**src/rtl/sound_pkg.sv**
```systemverilog
// sound_pkg: shared definitions for the tone generator.
//   state_t        - FSM state encoding (IDLE, PLAY, GAP)
//   FREQ_W         - width of the sound_freq / freq_q half-period code
//   DEF_*          - default timing values for a 25 MHz clock
//   max_int()      - helper used to size counters from parameters
package sound_pkg;

    typedef enum logic [1:0] {
        IDLE = 2'd0,
        PLAY = 2'd1,
        GAP  = 2'd2
    } state_t;

    localparam int FREQ_W           = 10;
    localparam int DEF_PRESCALE     = 25;          // 1 us per sound_freq LSB at 25 MHz
    localparam int DEF_DURATION_CYC = 12_500_000;  // 0.5 s tone
    localparam int DEF_GAP_CYC      = 2_500_000;   // hold-off after each tone

    function automatic int max_int(input int a, input int b);
        return (a > b) ? a : b;
    endfunction

endpackage

```
**src/rtl/tone_divider.sv**
```systemverilog
// tone_divider: square-wave generator for one tone.
//   clk, resetN - clock, asynchronous active-low reset
//   run         - high while the tone is playing; low clears all state
//   freq_q      - latched half period in PRESCALE units (0 = never toggle)
//   tone_out    - square wave, 0 in the first run cycle
// The half period is freq_q*PRESCALE cycles. It is realised as a prescaler
// (PRESCALE cycles per unit) feeding a unit counter (freq_q units per half
// period), so the product is never formed and cannot be truncated.
module tone_divider
    import sound_pkg::*;
#(
    parameter int PRESCALE = DEF_PRESCALE
) (
    input  logic              clk,
    input  logic              resetN,
    input  logic              run,
    input  logic [FREQ_W-1:0] freq_q,
    output logic              tone_out
);

    localparam int PRE_W = (PRESCALE > 1) ? $clog2(PRESCALE) : 1;

    logic [PRE_W-1:0]  pre_q,  pre_d;
    logic [FREQ_W-1:0] unit_q, unit_d;
    logic              tone_q, tone_d;

    always_comb begin
        pre_d  = pre_q;
        unit_d = unit_q;
        tone_d = tone_q;
        if (!run) begin
            pre_d  = '0;
            unit_d = '0;
            tone_d = 1'b0;
        end else if (freq_q != '0) begin
            if (pre_q == PRE_W'(PRESCALE - 1)) begin
                pre_d = '0;
                if (unit_q == freq_q - FREQ_W'(1)) begin
                    unit_d = '0;
                    tone_d = ~tone_q;
                end else begin
                    unit_d = unit_q + FREQ_W'(1);
                end
            end else begin
                pre_d = pre_q + PRE_W'(1);
            end
        end
    end

    always_ff @(posedge clk or negedge resetN) begin
        if (!resetN) begin
            pre_q  <= '0;
            unit_q <= '0;
            tone_q <= 1'b0;
        end else begin
            pre_q  <= pre_d;
            unit_q <= unit_d;
            tone_q <= tone_d;
        end
    end

    // Gating with run keeps the output low in the first GAP cycle even if
    // the last PLAY edge toggled the flop; the flop clears one cycle later.
    assign tone_out = tone_q & run;

endmodule

```
**src/rtl/sound_tone_gen.sv**
```systemverilog
// sound_tone_gen: plays one fixed-length square-wave tone per request.
//   clk, resetN  - clock, asynchronous active-low reset
//   enable_sound - request level; a rising edge (vs. registered copy) starts a tone
//   sound_freq   - half period in PRESCALE units, latched at request; 0 = ignore
//   tone_out     - square wave to the audio pin
//   busy         - high during PLAY and GAP
//   done         - one-cycle pulse in the first GAP cycle
// Requests are only honoured when the FSM was already IDLE in the sampling
// cycle; anything seen during PLAY/GAP is dropped, never queued.
module sound_tone_gen
    import sound_pkg::*;
#(
    parameter int PRESCALE     = DEF_PRESCALE,
    parameter int DURATION_CYC = DEF_DURATION_CYC,
    parameter int GAP_CYC      = DEF_GAP_CYC
) (
    input  logic              clk,
    input  logic              resetN,
    input  logic              enable_sound,
    input  logic [FREQ_W-1:0] sound_freq,
    output logic              tone_out,
    output logic              busy,
    output logic              done
);

    localparam int CNT_MAX = max_int(max_int(DURATION_CYC, GAP_CYC), 2);
    localparam int CNT_W   = $clog2(CNT_MAX);

    state_t            state_q, state_d;
    logic [CNT_W-1:0]  cnt_q,   cnt_d;
    logic [FREQ_W-1:0] freq_q,  freq_d;
    logic              en_q,    en_d;
    logic              req;

    assign req = enable_sound & ~en_q;

    always_comb begin
        state_d = state_q;
        cnt_d   = cnt_q;
        freq_d  = freq_q;
        en_d    = enable_sound;
        case (state_q)
            IDLE: begin
                if (req && (sound_freq != '0)) begin
                    freq_d  = sound_freq;
                    state_d = PLAY;
                    cnt_d   = '0;
                end
            end
            PLAY: begin
                if (cnt_q == CNT_W'(DURATION_CYC - 1)) begin
                    state_d = GAP;
                    cnt_d   = '0;
                end else begin
                    cnt_d = cnt_q + CNT_W'(1);
                end
            end
            GAP: begin
                if (cnt_q == CNT_W'(GAP_CYC - 1)) begin
                    state_d = IDLE;
                    cnt_d   = '0;
                end else begin
                    cnt_d = cnt_q + CNT_W'(1);
                end
            end
            default: begin
                state_d = IDLE;
                cnt_d   = '0;
            end
        endcase
    end

    // en_q resets high so a request level held through reset does not fire.
    always_ff @(posedge clk or negedge resetN) begin
        if (!resetN) begin
            state_q <= IDLE;
            cnt_q   <= '0;
            freq_q  <= '0;
            en_q    <= 1'b1;
        end else begin
            state_q <= state_d;
            cnt_q   <= cnt_d;
            freq_q  <= freq_d;
            en_q    <= en_d;
        end
    end

    assign busy = (state_q != IDLE);
    assign done = (state_q == GAP) && (cnt_q == '0);

    tone_divider #(
        .PRESCALE (PRESCALE)
    ) u_tone_divider (
        .clk      (clk),
        .resetN   (resetN),
        .run      (state_q == PLAY),
        .freq_q   (freq_q),
        .tone_out (tone_out)
    );

endmodule

```
**config.mk**
```make
export PLATFORM = sky130hd
export DESIGN_NAME = sound_tone_gen
export DESIGN_NICKNAME = d
export VERILOG_FILES = /design/src/rtl/sound_pkg.sv /design/src/rtl/tone_divider.sv /design/src/rtl/sound_tone_gen.sv
export SDC_FILE = /design/constraint.sdc
export NUM_CORES = 1
export LEC_CHECK = 0
export CORE_ASPECT_RATIO = 1.4
export CORE_MARGIN = 2
export CORE_UTILIZATION = 46
export DETAILED_ROUTE_END_ITERATION = 8
export PLACE_DENSITY_LB_ADDON = 0.3
export SLEW_MARGIN = 30
export SYNTH_ARGS = -nofsm -noshare
export SYNTH_HDL_FRONTEND = slang
export SYNTH_HIERARCHICAL = 1
export SYNTH_SLANG_ARGS = --single-unit
```
**constraint.sdc**
```tcl
create_clock -name clk -period 2.5 [get_ports clk]
set_input_delay 0.5 -clock clk [delete_from_list [all_inputs] [get_ports clk]]
set_output_delay 0.5 -clock clk [all_outputs]
set_load 0.02 [all_outputs]
```
Word-level counts from Yosys, hierarchy flattened:

Index checks and enable logic that the tools add are counted.

* register bits after elaboration: 53
* output and inout port bits: 3
* word-level logic and storage cells: 57

* $add $sub $neg: 4
* equal/unequal tests: 12
* mux-type cells: 19
* bitwise operators: 4
* reduce and logical (&&, ||, !) cells: 11

Operator list (number)
* 2-to-1 mux 24 bit: 3
* case mux 24 bit (3 select lines): 1
* 2-to-1 mux 10 bit: 4
* adder 24 x 1 -> 24 bit, second input constant: 1
* == test 24 x 22 -> 1 bit, second input constant: 1
* == test 24 bit, second input constant: 1
* logical NOT 24 bit: 1
* nonzero test 10 bit: 2
* 2-to-1 mux 5 bit: 3
* inequality test 2 bit, second input constant: 6
* adder 10 x 1 -> 10 bit, second input constant: 1
* == test 10 bit: 1
* subtractor 10 x 1 -> 10 bit, second input constant: 1
* 2-to-1 mux 2 bit: 3
* case mux 2 bit (3 select lines): 1
* AND reduction 3 bit: 2
* adder 5 x 1 -> 5 bit, second input constant: 1
* == test 5 bit, second input constant: 1
* 2-to-1 mux 1 bit: 4
* AND reduction 2 bit: 2
* AND 1 bit: 2
* == test 2 x 1 -> 1 bit, second input constant: 1
* == test 2 bit, second input constant: 1
* logical AND 1 bit: 2
* 3 further kinds: 4

Logic depth before layout (Yosys ltp):

* depth after elaboration: 6
* mapped depth: 9

By module:

The synthesis kept the hierarchy.

By module, submodules not included
* sound_tone_gen: times used 1, cells each 212, area each 2098.3 um^2, sequential area each 927.1 um^2
* tone_divider: times used 1, cells each 138, area each 1232.4 um^2, sequential area each 400.4 um^2

Least setup slack after synthesis:

No wires, ideal clock.

* path type: flip-flop to output port
* from: reg cnt_q[15]
* to: out done
* arrival: 1817 ps
* data required time: 2000 ps
* setup slack: 183 ps
* stages on the path, launching flop included: 4
* buffers on the path: 0
* path through: dfrtp_1 -> or4_1 -> nor2_1 -> nor4b_1

* word-level cells in the longest chain between the ends: 2

Ends and longest elaborated chain
* start, declared: line sound_tone_gen.sv:30 `logic [CNT_W-1:0] cnt_q, cnt_d;`
* start signal, assigned: line sound_tone_gen.sv:82 `cnt_q <= cnt_d;`
* logical NOT 24 bit: line sound_tone_gen.sv:89 `assign done = (state_q == GAP) && (cnt_q == '0);`
* logical AND 1 bit: line sound_tone_gen.sv:89
* end, declared: line sound_tone_gen.sv:23 `output logic done`

Every way passes these cells.

Final worst setup path:

* from: reg cnt_q[0]
* to: reg cnt_q[10]

* word-level cells in the longest chain between the ends: 3
* elaborated cells on any way between the ends: 6
* classes of those cells: add/sub: 1; eq/ne: 2; mux: 3

Ends and longest elaborated chain
* adder 24 x 1 -> 24 bit (tied with other cells): line sound_tone_gen.sv:55, sound_tone_gen.sv:63
* 2-to-1 mux 24 bit (on tied branches): line sound_tone_gen.sv:59, sound_tone_gen.sv:51
* case mux 24 bit (3 select lines) (*): line sound_tone_gen.sv:42 `case (state_q)`

Mark *: on every way between the ends. The rest lies on a longest branch, timed or not.
A chain may end at the register's enable or synchronous reset.

==> metrics.csv <==
metric,value,unit
status,"finished, final reports clean",
drc,0,
maxCapViolations,0,
postPlaceCellArea,3796,um^2
layout_common_cells,"dfrtp_1, buf_4, nor2_1, nand3_1, nand2_1",
cp_data_arrival_time,2640,ps
required,2750,ps
synthXorXnorAreaFrac,6.574,%
cts_buffers,5,
post-route-min-period,2389,ps
synth_compound_area_share,14.69,%
critPathLaunchType,register,
vias,2845,
grt_pass1_wl,13560,um
cts_tree,built,
grt.overflow.total,0,
clockBufferDepth,2,
relSlewSlack,43.01,%
cts.reportedPaths.clkPinSlew,100,ps
die_x,75.92,um
yosysSeqAreaShare,39.86,%
synth_nets,373,
finalSetupViolCount,0,
start_util,47.71,%
post_drt_wl_per_cell,16.07,um
row_count,36,
finClkSkew,5.534,ps
final_nets,415,
core,6982,um^2
min_period_over_period,95.58,%
wl,7840,um
dr.first_iter.drc_count,122,
htreeDepth,2,
die-area,7947,um^2
netlist_instances,350,
avgSynthCellArea,9.516,um^2
crit_fanout,6,
netlist_area,3331,um^2
synthAdderAreaFrac,3.757,%
synth_seq_cells,53,
drt_first_pass_iters,4,
final-hold-violation-count,0,
place_congestion,0.8565,
insertion_delay,300,ps
hold_ws,163.7,ps
yosysWarnings,6,
grt_max_degree,32,
final_antenna_net_count,0,
vias_per_cell,5.830,
cp-end-kind,register,
clock_sinks,53,
final_common_cell,dfrtp_1,
synthSimpleGateAreaFrac,26.82,%
slew_viol_final,0,
grt_antenna_before_repair,0,
area_growth,17.43,%
final_area,3911,um^2
nFillCells,632,
grt_pass1_vias,2892,
max_clock_freq,418.5,MHz
grt_usage,20.78,%
synth_top_family_by_area,simple AND/OR/NAND/NOR gates,
antenna_cells,0,
worst-slew-pin-transition,851.8,ps
cts.root.buffer_cell,clkbuf_8,
crit_type,reg -> reg,
fp.dieH,104.7,um
synthMuxAreaShare,4.696,%
power_density,836.8,nW/um^2
power_leakage,1.752,nW
dp_hpwl,5955,um
ir_worst_vdd,0.4758,mV
hp-class,in -> async,
cts-hold-fix-buffers,0,
drive_gt1_share,19.08,%
numPortBuffers,15,
ios,16,
synthDistinctLibCells,49,
power,0.003273,W
sequential cells by signal, summed over array words and instances, names as in the netlist:
signal                 cells
u_tone_divider/pre_q       5
en_q                       1
freq_q                    10
state_q                    2
cnt_q                     24
u_tone_divider/unit_q     10
u_tone_divider/tone_q      1
worst paths after layout:
| check | startpoint | end | slack, ps | cells after the start |
|---|---|---|---|---|
| max | cnt_q[0] | cnt_q[10] | 110 | 9 |
| min | resetN | u_tone_divider/pre_q[4] | 160 | 1 |
| max reg2reg | cnt_q[0] | cnt_q[10] | 110 | 9 |
| min reg2reg | u_tone_divider/tone_q | u_tone_divider/tone_q | 530 | 2 |
| max in group asynchronous | resetN | en_q | 1710 | 2 |
| min in group clk | u_tone_divider/tone_q | u_tone_divider/tone_q | 530 | 2 |
metrics by stage:
step,instances,TNS (ps),setup slack (ps),utilization [%]
6_report,488,0,110.5,56.02
3_3_place_gp,479,-96.47,-96.47,54.37
4_1_cts,487,0,9.390,55.79
2_1_floorplan,350,0,182.7,-
5_1_grt,488,-13.54,-6.927,56.02
3_5_place_dp,479,-120.0,-120.0,54.37
synthesized netlist by cell type (all sizes together):
master | instances | area share, %
or2 | 2 | 0.38
o21ai | 12 | 1.8
nor4b | 3 | 0.79
mux2i | 1 | 0.30
a41o | 1 | 0.30
o2111ai | 1 | 0.26
or4 | 8 | 1.9
nand4 | 17 | 3.2
o31ai | 4 | 1.1
nand3 | 23 | 3.5
nand2 | 21 | 2.4
a211oi | 8 | 1.8
inv | 12 | 1.4
a221o | 1 | 0.30
buf | 3 | 1.0
nand4b | 4 | 1.2
o211ai | 1 | 0.23
dfstp | 1 | 0.79
mux2 | 13 | 4.4
nor2b | 4 | 0.75
xor2 | 18 | 4.7
a31oi | 1 | 0.19
or3 | 6 | 1.3
a21boi | 1 | 0.23
ha | 10 | 3.8
nand3b | 1 | 0.23
clkbuf | 11 | 1.2
and4 | 3 | 0.79
a31o | 1 | 0.26
a21o | 13 | 2.9
and2 | 5 | 0.94
a22o | 16 | 4.2
and3 | 5 | 0.94
nor3 | 7 | 1.1
xnor2 | 7 | 1.8
dfrtp | 52 | 39
nor2 | 34 | 4.1
nor3b | 1 | 0.23
a21oi | 4 | 0.60
o41ai | 2 | 0.53
nor4 | 9 | 2.6
nand2b | 3 | 0.56
routing by layer:
layer	GRT usage, %	wire (um)	vias to the layer above
met5	0	0	-
met4	7.013	174	0
met3	2.850	187	14
met2	39.29	4237	46
met1	23.83	3241	1407
li1	-	-	1378
power breakdown:
group | total [W] | leakage, nW | internal (W) | switching (W)
clock | 0.000473 | 0.0450 | 0.000195 | 0.000278
combinational | 0.00161 | 0.997 | 0.000715 | 0.000896
sequential | 0.00119 | 0.710 | 0.000997 | 0.000192
total | 0.00327 | 1.75 | 0.00191 | 0.00137
timing repair:
item,in CTS,in global routing
pin swaps,0,2
buffers inserted,0,1
endpoints found under the setup margin,1,6
resized for setup,7,5
worst max-delay path, stage by stage, from the launching register on:
cell,delay [ps]
dfrtp_1,390
buf_4,140
ha_1,240
nand4_1,250
nor2_2,90
a31o_2,270
and2_2,250
buf_4,160
or4_1,460
nand3_1,90
kinds of logic after synthesis:
| logic type | after synthesis |
|---|---|
| AO/OA/AOI/OAI | 66 |
| XOR/XNOR | 25 |
| adder cells (fa/ha/maj) | 10 |
| buffers and inverters | 26 |
| flip-flops | 53 |
| multiplexers | 14 |
| AND/OR/NAND/NOR | 156 |
cell type report:
cell class	count	area [um^2]	area share [%]
flip-flops and latches	53	1328	33.94
well taps	95	118.9	3.039
multi-input cells	271	1917	49.01
clock inverters	2	10.01	0.2559
inverters	12	45.04	1.152
clock buffers	6	72.57	1.855
repair buffers	49	420.4	10.75
Note: power is estimated with default switching activity, not from simulation.
